--- config.mk ---
export PLATFORM = sky130hd
export DESIGN_NAME = regfile_multiport
export DESIGN_NICKNAME = d
export VERILOG_FILES = /design/src/rtl/regfile_pkg.sv /design/src/rtl/regfile_decoder.sv /design/src/rtl/regfile_multiport.sv
export SDC_FILE = /design/constraint.sdc
export NUM_CORES = 2
export LEC_CHECK = 0
export ABC_AREA = 0
export BUFFER_PORTS_ARGS = -buffer_cell sky130_fd_sc_hd__buf_2
export CAP_MARGIN = 10
export CORE_AREA = 2 2 458 460
export DETAILED_ROUTE_END_ITERATION = 6
export DIE_AREA = 0 0 460 462
export GPL_TIMING_DRIVEN = 0
export PLACE_DENSITY = 0.55
export SLEW_MARGIN = 5
export SYNTH_ARGS = -nofsm -noshare
export SYNTH_HDL_FRONTEND = slang
export SYNTH_SLANG_ARGS = --single-unit
--- constraint.sdc ---
create_clock -name Clk -period 5.6 [get_ports Clk]
set_input_delay 0.84 -clock Clk [delete_from_list [all_inputs] [get_ports Clk]]
set_output_delay 0.84 -clock Clk [all_outputs]
set_load 0.01 [all_outputs]
--- src/rtl/regfile_pkg.sv ---
// Shared constants and helpers for the multi-port register file.
// Packed port buses use a fixed "slot k at k*W" layout, computed by slice_lo.
package regfile_pkg;

  localparam int DEFAULT_WIDTH = 32;
  localparam int DEFAULT_DEPTH = 32;

  // Address width for a given register count (at least one bit).
  function automatic int addr_w(input int depth);
    return (depth < 2) ? 1 : $clog2(depth);
  endfunction

  // Low bit of slot idx in a packed bus of w-bit slots.
  function automatic int unsigned slice_lo(input int unsigned idx, input int unsigned w);
    return idx * w;
  endfunction

endpackage

--- src/rtl/regfile_decoder.sv ---
// Address-to-one-hot decoder.
// Used for both write ports and for the reserve port.
module regfile_decoder
  import regfile_pkg::*;
#(
  parameter int DEPTH  = DEFAULT_DEPTH,
  parameter int ADDR_W = addr_w(DEPTH)
) (
  input  logic [ADDR_W-1:0] addr,
  input  logic              en,
  output logic [DEPTH-1:0]  onehot
);

  always_comb begin
    onehot = '0;
    if (en) onehot[addr] = 1'b1;
  end

endmodule

--- src/rtl/regfile_multiport.sv ---
// Parametrised register file: NREAD read ports, two prioritised write ports,
// optional write-to-read bypass and a per-register busy scoreboard.
module regfile_multiport
  import regfile_pkg::*;
#(
  parameter int WIDTH    = DEFAULT_WIDTH,
  parameter int DEPTH    = DEFAULT_DEPTH,
  parameter int ADDR_W   = addr_w(DEPTH),
  parameter int NREAD    = 2,
  parameter int ZERO_REG = 1,
  parameter int BYPASS   = 0
) (
  input  logic                    Clk,
  input  logic                    Reset_n,
  input  logic [NREAD*ADDR_W-1:0] ReadRegister,
  output logic [NREAD*WIDTH-1:0]  ReadData,
  output logic [NREAD-1:0]        ReadBusy,
  input  logic [ADDR_W-1:0]       WriteRegister0,
  input  logic [ADDR_W-1:0]       WriteRegister1,
  input  logic [WIDTH-1:0]        WriteData0,
  input  logic [WIDTH-1:0]        WriteData1,
  input  logic                    RegWrite0,
  input  logic                    RegWrite1,
  input  logic                    Reserve,
  input  logic [ADDR_W-1:0]       ReserveRegister,
  output logic                    WriteConflict,
  output logic [DEPTH*WIDTH-1:0]  AllOutputs
);

  // Register 0 is masked out of every decode when hardwired to zero, which
  // also keeps it out of the bypass path and the scoreboard.
  localparam logic [DEPTH-1:0] LIVE_MASK = {{(DEPTH-1){1'b1}}, (ZERO_REG == 0)};

  logic [WIDTH-1:0] regs [DEPTH];
  logic [DEPTH-1:0] busy;
  logic [DEPTH-1:0] dec_w0, dec_w1, dec_res;
  logic [DEPTH-1:0] hit_w0, hit_w1, hit_res;

  regfile_decoder #(.DEPTH(DEPTH)) u_dec_w0 (
    .addr(WriteRegister0), .en(RegWrite0), .onehot(dec_w0)
  );
  regfile_decoder #(.DEPTH(DEPTH)) u_dec_w1 (
    .addr(WriteRegister1), .en(RegWrite1), .onehot(dec_w1)
  );
  regfile_decoder #(.DEPTH(DEPTH)) u_dec_res (
    .addr(ReserveRegister), .en(Reserve), .onehot(dec_res)
  );

  assign hit_w0  = dec_w0  & LIVE_MASK;
  assign hit_w1  = dec_w1  & LIVE_MASK;
  assign hit_res = dec_res & LIVE_MASK;

  always_ff @(posedge Clk) begin
    if (!Reset_n) begin
      for (int unsigned i = 0; i < DEPTH; i++) regs[i] <= '0;
      busy          <= '0;
      WriteConflict <= 1'b0;
    end else begin
      for (int unsigned i = 0; i < DEPTH; i++) begin
        if (hit_w1[i])      regs[i] <= WriteData1;
        else if (hit_w0[i]) regs[i] <= WriteData0;
      end
      // Writeback clears, a same-edge reservation then re-sets.
      busy          <= (busy & ~(hit_w0 | hit_w1)) | hit_res;
      WriteConflict <= RegWrite0 && RegWrite1 && (WriteRegister0 == WriteRegister1);
    end
  end

  for (genvar k = 0; k < NREAD; k++) begin : g_read
    logic [ADDR_W-1:0] addr;
    logic [WIDTH-1:0]  data;

    assign addr = ReadRegister[slice_lo(k, ADDR_W) +: ADDR_W];

    always_comb begin
      data = regs[addr];
      if (BYPASS != 0) begin
        if (hit_w1[addr])      data = WriteData1;
        else if (hit_w0[addr]) data = WriteData0;
      end
    end

    assign ReadData[slice_lo(k, WIDTH) +: WIDTH] = data;
    assign ReadBusy[k] = busy[addr];
  end

  for (genvar i = 0; i < DEPTH; i++) begin : g_all
    assign AllOutputs[slice_lo(i, WIDTH) +: WIDTH] = regs[i];
  end

endmodule

# Word level (Yosys, flattened, before mapping)
# Memory sizes are Yosys's and may differ from the RTL's.
# Cells that the tools add are included.
classes:
  n_reduce_logical: 5
  n_eq_ne: 1
  bitwise_logic: 66
  muxes: 293
  n_lt_le_gt_ge: 8
ops:
  columns: ["operator", "n"]
  rows:
  - ["32-bit 2-to-1 mux", 65]
  - ["1-bit 2-to-1 mux", 223]
  - ["32-bit OR", 2]
  - ["1-bit OR", 62]
  - ["32-bit bitwise AND", 1]
  - ["32-bit inverter", 1]
  - ["5-bit by 6-bit less-than comparator with 1-bit output, second input constant", 5]
  - ["1-bit demux with 5-bit select", 3]
  - ["5-bit by 1-bit greater-or-equal comparator with 1-bit output, second input constant", 3]
  - ["1-bit binary-select mux with 5-bit select", 2]
  - ["5-bit == test", 1]
  - ["1-bit logical AND", 5]
word_totals:
  output_inout_bits: 1091
  ff_bits: 33
  elab_cells: 376
  in_bits: 94
  mem_count: 1
  ramBits: 1024
memory_table:
  columns: ["name", "words", "width", "read_ports", "rd_ports_with_merged_regs", "write_ports", "line_no", "text"]
  rows:
  - ["regs", 32, 32, 34, 0, 32, "regfile_multiport.sv:34", "logic [WIDTH-1:0] regs [DEPTH];"]

# Logic depth before layout (Yosys ltp)
depth:
  ltp_word: 10
  depth_mapped: 8
  ltp_nobuf: 4

# Hierarchy
# Synthesis repeated with hierarchy kept, for this count alone.
unflattened:
  hier_cells: 5909
  area_unflattened_um2: 62301.0
modules_own_cells:
  columns: ["module", "cells_each", "instances", "area_per_inst_um2", "seq_area_each_um2"]
  rows:
  - ["regfile_multiport", 5768, 1, 61610.3, 30429.2]
  - ["regfile_decoder", 47, 3, 230.2, 0.0]

# Worst setup path after synthesis
# No wires, ideal clock.
synth_timing:
  path_type: "input -> register"
  from: "input WriteRegister0[4]"
  to: "memory regs[10][0] (netlist bit), enable pin"
  setup_ns: 0.438
  required_ns: 5.162
  path_stages: 4
  t_arrival_ns: 3.244
  setup_slack_ns: 1.918
  cell_sequence: "buf_2 -> or3b_1 -> buf_2 -> o221ai_1"
synth_lines:
  columns: ["element", "line_no", "text"]
  rows:
  - ["start, declared", "regfile_multiport.sv:18", "input logic [ADDR_W-1:0] WriteRegister0,"]
  - ["end, declared", "regfile_multiport.sv:34", null]

# Worst setup path after layout
layout_timing:
  from: "input ReadRegister[2]"
  to: "output ReadData[21]"
layout_between:
  elab_chain_cells: 1
layout_lines:
  columns: ["element", "line_no", "text"]
  rows:
  - ["start, declared", "regfile_multiport.sv:15", "input logic [NREAD*ADDR_W-1:0] ReadRegister,"]
  - ["memory 32 x 32 bit", null, null]
  - ["end, declared", "regfile_multiport.sv:16", "output logic [NREAD*WIDTH-1:0] ReadData,"]
# No other way between the ends.

==> key figures <==
Logic synthesis
  – Largest cells by area after synthesis: edfxtp_1, mux4_2, a22o_1, nand2_1, mux2i_1
  – Syn. warnings: 0
  – EDFF count, synth: 992
  – Synth area leader: edfxtp_1
  – Synth Instances: approximately 5.0k
  – Synth top area share: approximately half
  – #FFs+latches synth: 1024
  – Post-synthesis cell area: 61400 µm²
  – Async SR Flop Fraction: 0%
  – Distinct cells, synth: slightly below 70
  – Syn Area/Cell: around 12 µm²
  – Seq/Total Area, Yosys: 49.6%
  – Most used DFF post-synth: edfxtp_1

STA
  – Fin Hold WS: approximately 390 ps
  – Fin crit period: around 5800 ps
  – Max-slew violations: 0
  – Worst slew pin tran: roughly 1500 ps
  – RSZ-0062 raised after global routing: false
  – Max_slew headroom: 1.91%
  – Skew final: 0 ps
  – Hold Fails Final Rpt: 0
  – Tcrit/Tclk final: 104%
  – Achievable Freq: 172 MHz
  – PnR worst setup slack: -210 ps
  – Setup violators final: 29

Power and ir drop
  – Seq pwr share: around 42%
  – Clock share of power: 37.6%
  – P_int: approximately 16000 µW
  – Pwr/cell area: around 300 nW/µm²
  – Switching share of power: approximately 33%
  – P_leak: around 0.029 µW
  – Sw Pwr: about 7600 µW
  – Worst VDD drop: approximately 0.30 mV
  – Combinational power share: 20.1%

CTS
  – Clk buf depth: 3
  – Max H-tree Level: 4
  – CTS tree: built
  – CTS Sinks: a little over 1k
  – Worst skew pair latency: ~820 ps
  – Root buf cell: clkbuf_16
  – Setup bufs post-CTS: 0
  – Clk pin slew, worst setup/hold paths: roughly 60 ps
  – TritonCTS Buffers: 132

Global route
  – Initial antenna violation count: 70
  – First-pass GRT wire length: around 540000 µm
  – Layer with the highest usage: met2
  – Vias in the first global route: around 54k
  – Met2 Resource Use GR: 59.1%
  – GRT overflow: 0
  – Met3 Track Usage GR: around 11%
  – GRT Util Overall: 39.0%
  – M1 GR Usage: 47.9%
  – Largest net degree at the start of global routing: 26

Die
  – Core footprint: between 200000 and 250000 µm²
  – IO Pins: about 1.2k
  – Overall die height: 462 µm
  – DIE AREA: ~210000 µm²
  – Die W: around 460 µm
  – Starting density of the core: between 20 and 30%
  – Standard-cell rows: approximately 170

Outcome
  – Status: finished with violations
  – Violated checks: setup timing

Place
  – Placer's final routability congestion estimate: a little over 1
  – HPWL Detailed: 356000 µm
  – Post-place setup slack: -354 ps
  – Placed cells: roughly 9.0k
  – Port buffer count: around 1.1k

Worst setup path
  – Arr. time, crit path: slightly below 5000 ps
  – Worst setup EP type: output pin
  – CP Max Fanout: 10
  – Critical path type: in2out
  – Setup crit start kind: primary input
  – CP Data Required Time: between 4000 and 5000 ps

Detailed routing
  – Routed Antenna Nets: 0
  – Via count: approximately 59k
  – Starting DRT DRC Count: 10.0k
  – Total wire length: ~430000 µm
  – Post-route DRC: 0
  – Drt pass-1 iters: 6
  – Vias/cell: around 6.3
  – Wirelength per Cell: ~46 µm

Worst hold path
  – Worst hold-check path type: in2reg

Layout
  – Share of cells above drive strength 1: 35.9%
  – Nets: about 6.5k
  – Fin cells: roughly 9.3k
  – Synthesis-to-finish area growth: 23.9%

Run
  – Max_cap viols: 0
cell families after synthesis:
| logic type | count (synthesis) | share of synthesized area (%) |
|---|---|---|
| compound gates | 1359 | 15.3 |
| xor+xnor | 5 | 0.0713 |
| buf+inv | 671 | 4.97 |
| flops | 1024 | 49.6 |
| mux | 828 | 22.0 |
| other cells | 1 | 0.00611 |
| simple gates | 1129 | 8.12 |
metal layers:
metal  up-vias  part of all wire (%)
met5         -                 0.039
met4        22                   8.1
met3       920                    12
met2      5274                    44
met1     30116                    36
li1      22371                     -
per-stage QoR:
step / setup TNS [ps] / total power (µW) / util [%] / instance area (µm²)
after floorplan: 0 / 11700 / - / 61500
after global placement: -175640 / 14300 / 33.9 / 70600
after detailed placement: -2050 / 14400 / 34.4 / 71700
after CTS: 0 / 23000 / 36.5 / 75900
after global routing: 0 / 23400 / 36.5 / 76000
final: -2470 / 23100 / 36.5 / 76000
cell usage after synthesis (6+ instances only):
library cell and number:
a211oi_1 68, a211oi_4 6, a21oi_1 159, a22o_1 422, a22oi_1 12, a32o_1 6, and2_1 103, and3b_1 6
buf_1 41, buf_2 191, buf_4 59, buf_6 9, clkbuf_1 348, dfxtp_1 32, edfxtp_1 992, inv_1 21
mux2_2 191, mux2i_1 238, mux4_2 396, nand2_1 709, nand2b_1 13, nand3_1 14, nand3b_1 6, nor2_1 191
nor2b_1 15, nor3_1 25, o211ai_1 17, o21ai_0 328, o21ai_1 62, o22ai_1 183, o31ai_1 66
area by class of cell:
cell class | count | area, µm²
fill | 20635 | 132000
sequential | 1024 | 30400
multi-input combinational | 3353 | 28200
timing repair buffer | 1227 | 6670
clock buffer | 162 | 3470
tap | 2720 | 3400
buffer | 650 | 2990
clock inverter | 76 | 756
antenna | 32 | 80.1
inverter | 21 | 78.8
final timing paths:
path	slack, ps	startpoint	cells past startpoint	to
setup reg to reg	4810	busy[2]	2	busy[2]
hold reg to reg	490	busy[22]	2	busy[22]
hold / removal	390	WriteData0[14]	2	regs[18][14]
setup / recovery	-210	ReadRegister[2]	9	ReadData[21]
worst max-delay path, cell delays in order:
cell and delay [ps]:
buf_2 270, buf_2 610, buf_2 510, nand2_1 560, clkbuf_1 480, o22ai_1 450
a211oi_1 160, o31ai_1 750, buf_2 260
sequential cells by signal (all words and copies together), names as in the netlist:
| name | cells |
|---|---|
| WriteConflict | 1 |
| busy | 31 |
| regs | 992 |
cells in the final DEF, fill, tap and decap left out, types with 7 or more instances in the layout:
| cell type | n |
|---|---|
| buf_6 | 14 |
| o31ai_1 | 62 |
| nand2_2 | 15 |
| dfxtp_1 | 32 |
| nand2_1 | 694 |
| o211ai_1 | 17 |
| edfxtp_1 | 992 |
| mux2_2 | 191 |
| and2_1 | 103 |
| clkinv_2 | 18 |
| buf_1 | 40 |
| diode_2 | 32 |
| clkinv_1 | 27 |
| buf_12 | 19 |
| nand3_1 | 13 |
| inv_6 | 7 |
| a22o_1 | 422 |
| inv_1 | 21 |
| clkbuf_2 | 7 |
| a21oi_1 | 159 |
| nor2_1 | 191 |
| o21ai_0 | 321 |
| a211oi_1 | 68 |
| bufinv_16 | 9 |
| o22ai_1 | 183 |
| o21ai_1 | 69 |
| conb_1 | 32 |
| clkbuf_16 | 133 |
| nor2b_1 | 15 |
| clkbuf_1 | 369 |
| buf_4 | 119 |
| nor3_1 | 24 |
| buf_2 | 1329 |
| a22oi_1 | 12 |
| mux4_2 | 396 |
| mux2i_1 | 238 |
| nand2b_1 | 13 |
power by group through the flow:
stage / sequential, µW / combinational, µW / clock, µW
after floorplan: 9790 / 1890 / 0
after global placement: 9890 / 4450 / 0
after detailed placement: 9870 / 4560 / 0
after CTS: 9720 / 4570 / 8670
after global routing: 9760 / 4740 / 8920
final: 9770 / 4650 / 8700
what timing repair did:
action	4_1_cts	5_1_grt
hold buffers	0	0
setup endpoints to repair	17	1
gates resized for setup	14	1
Power figures use the tool's default switching activity.
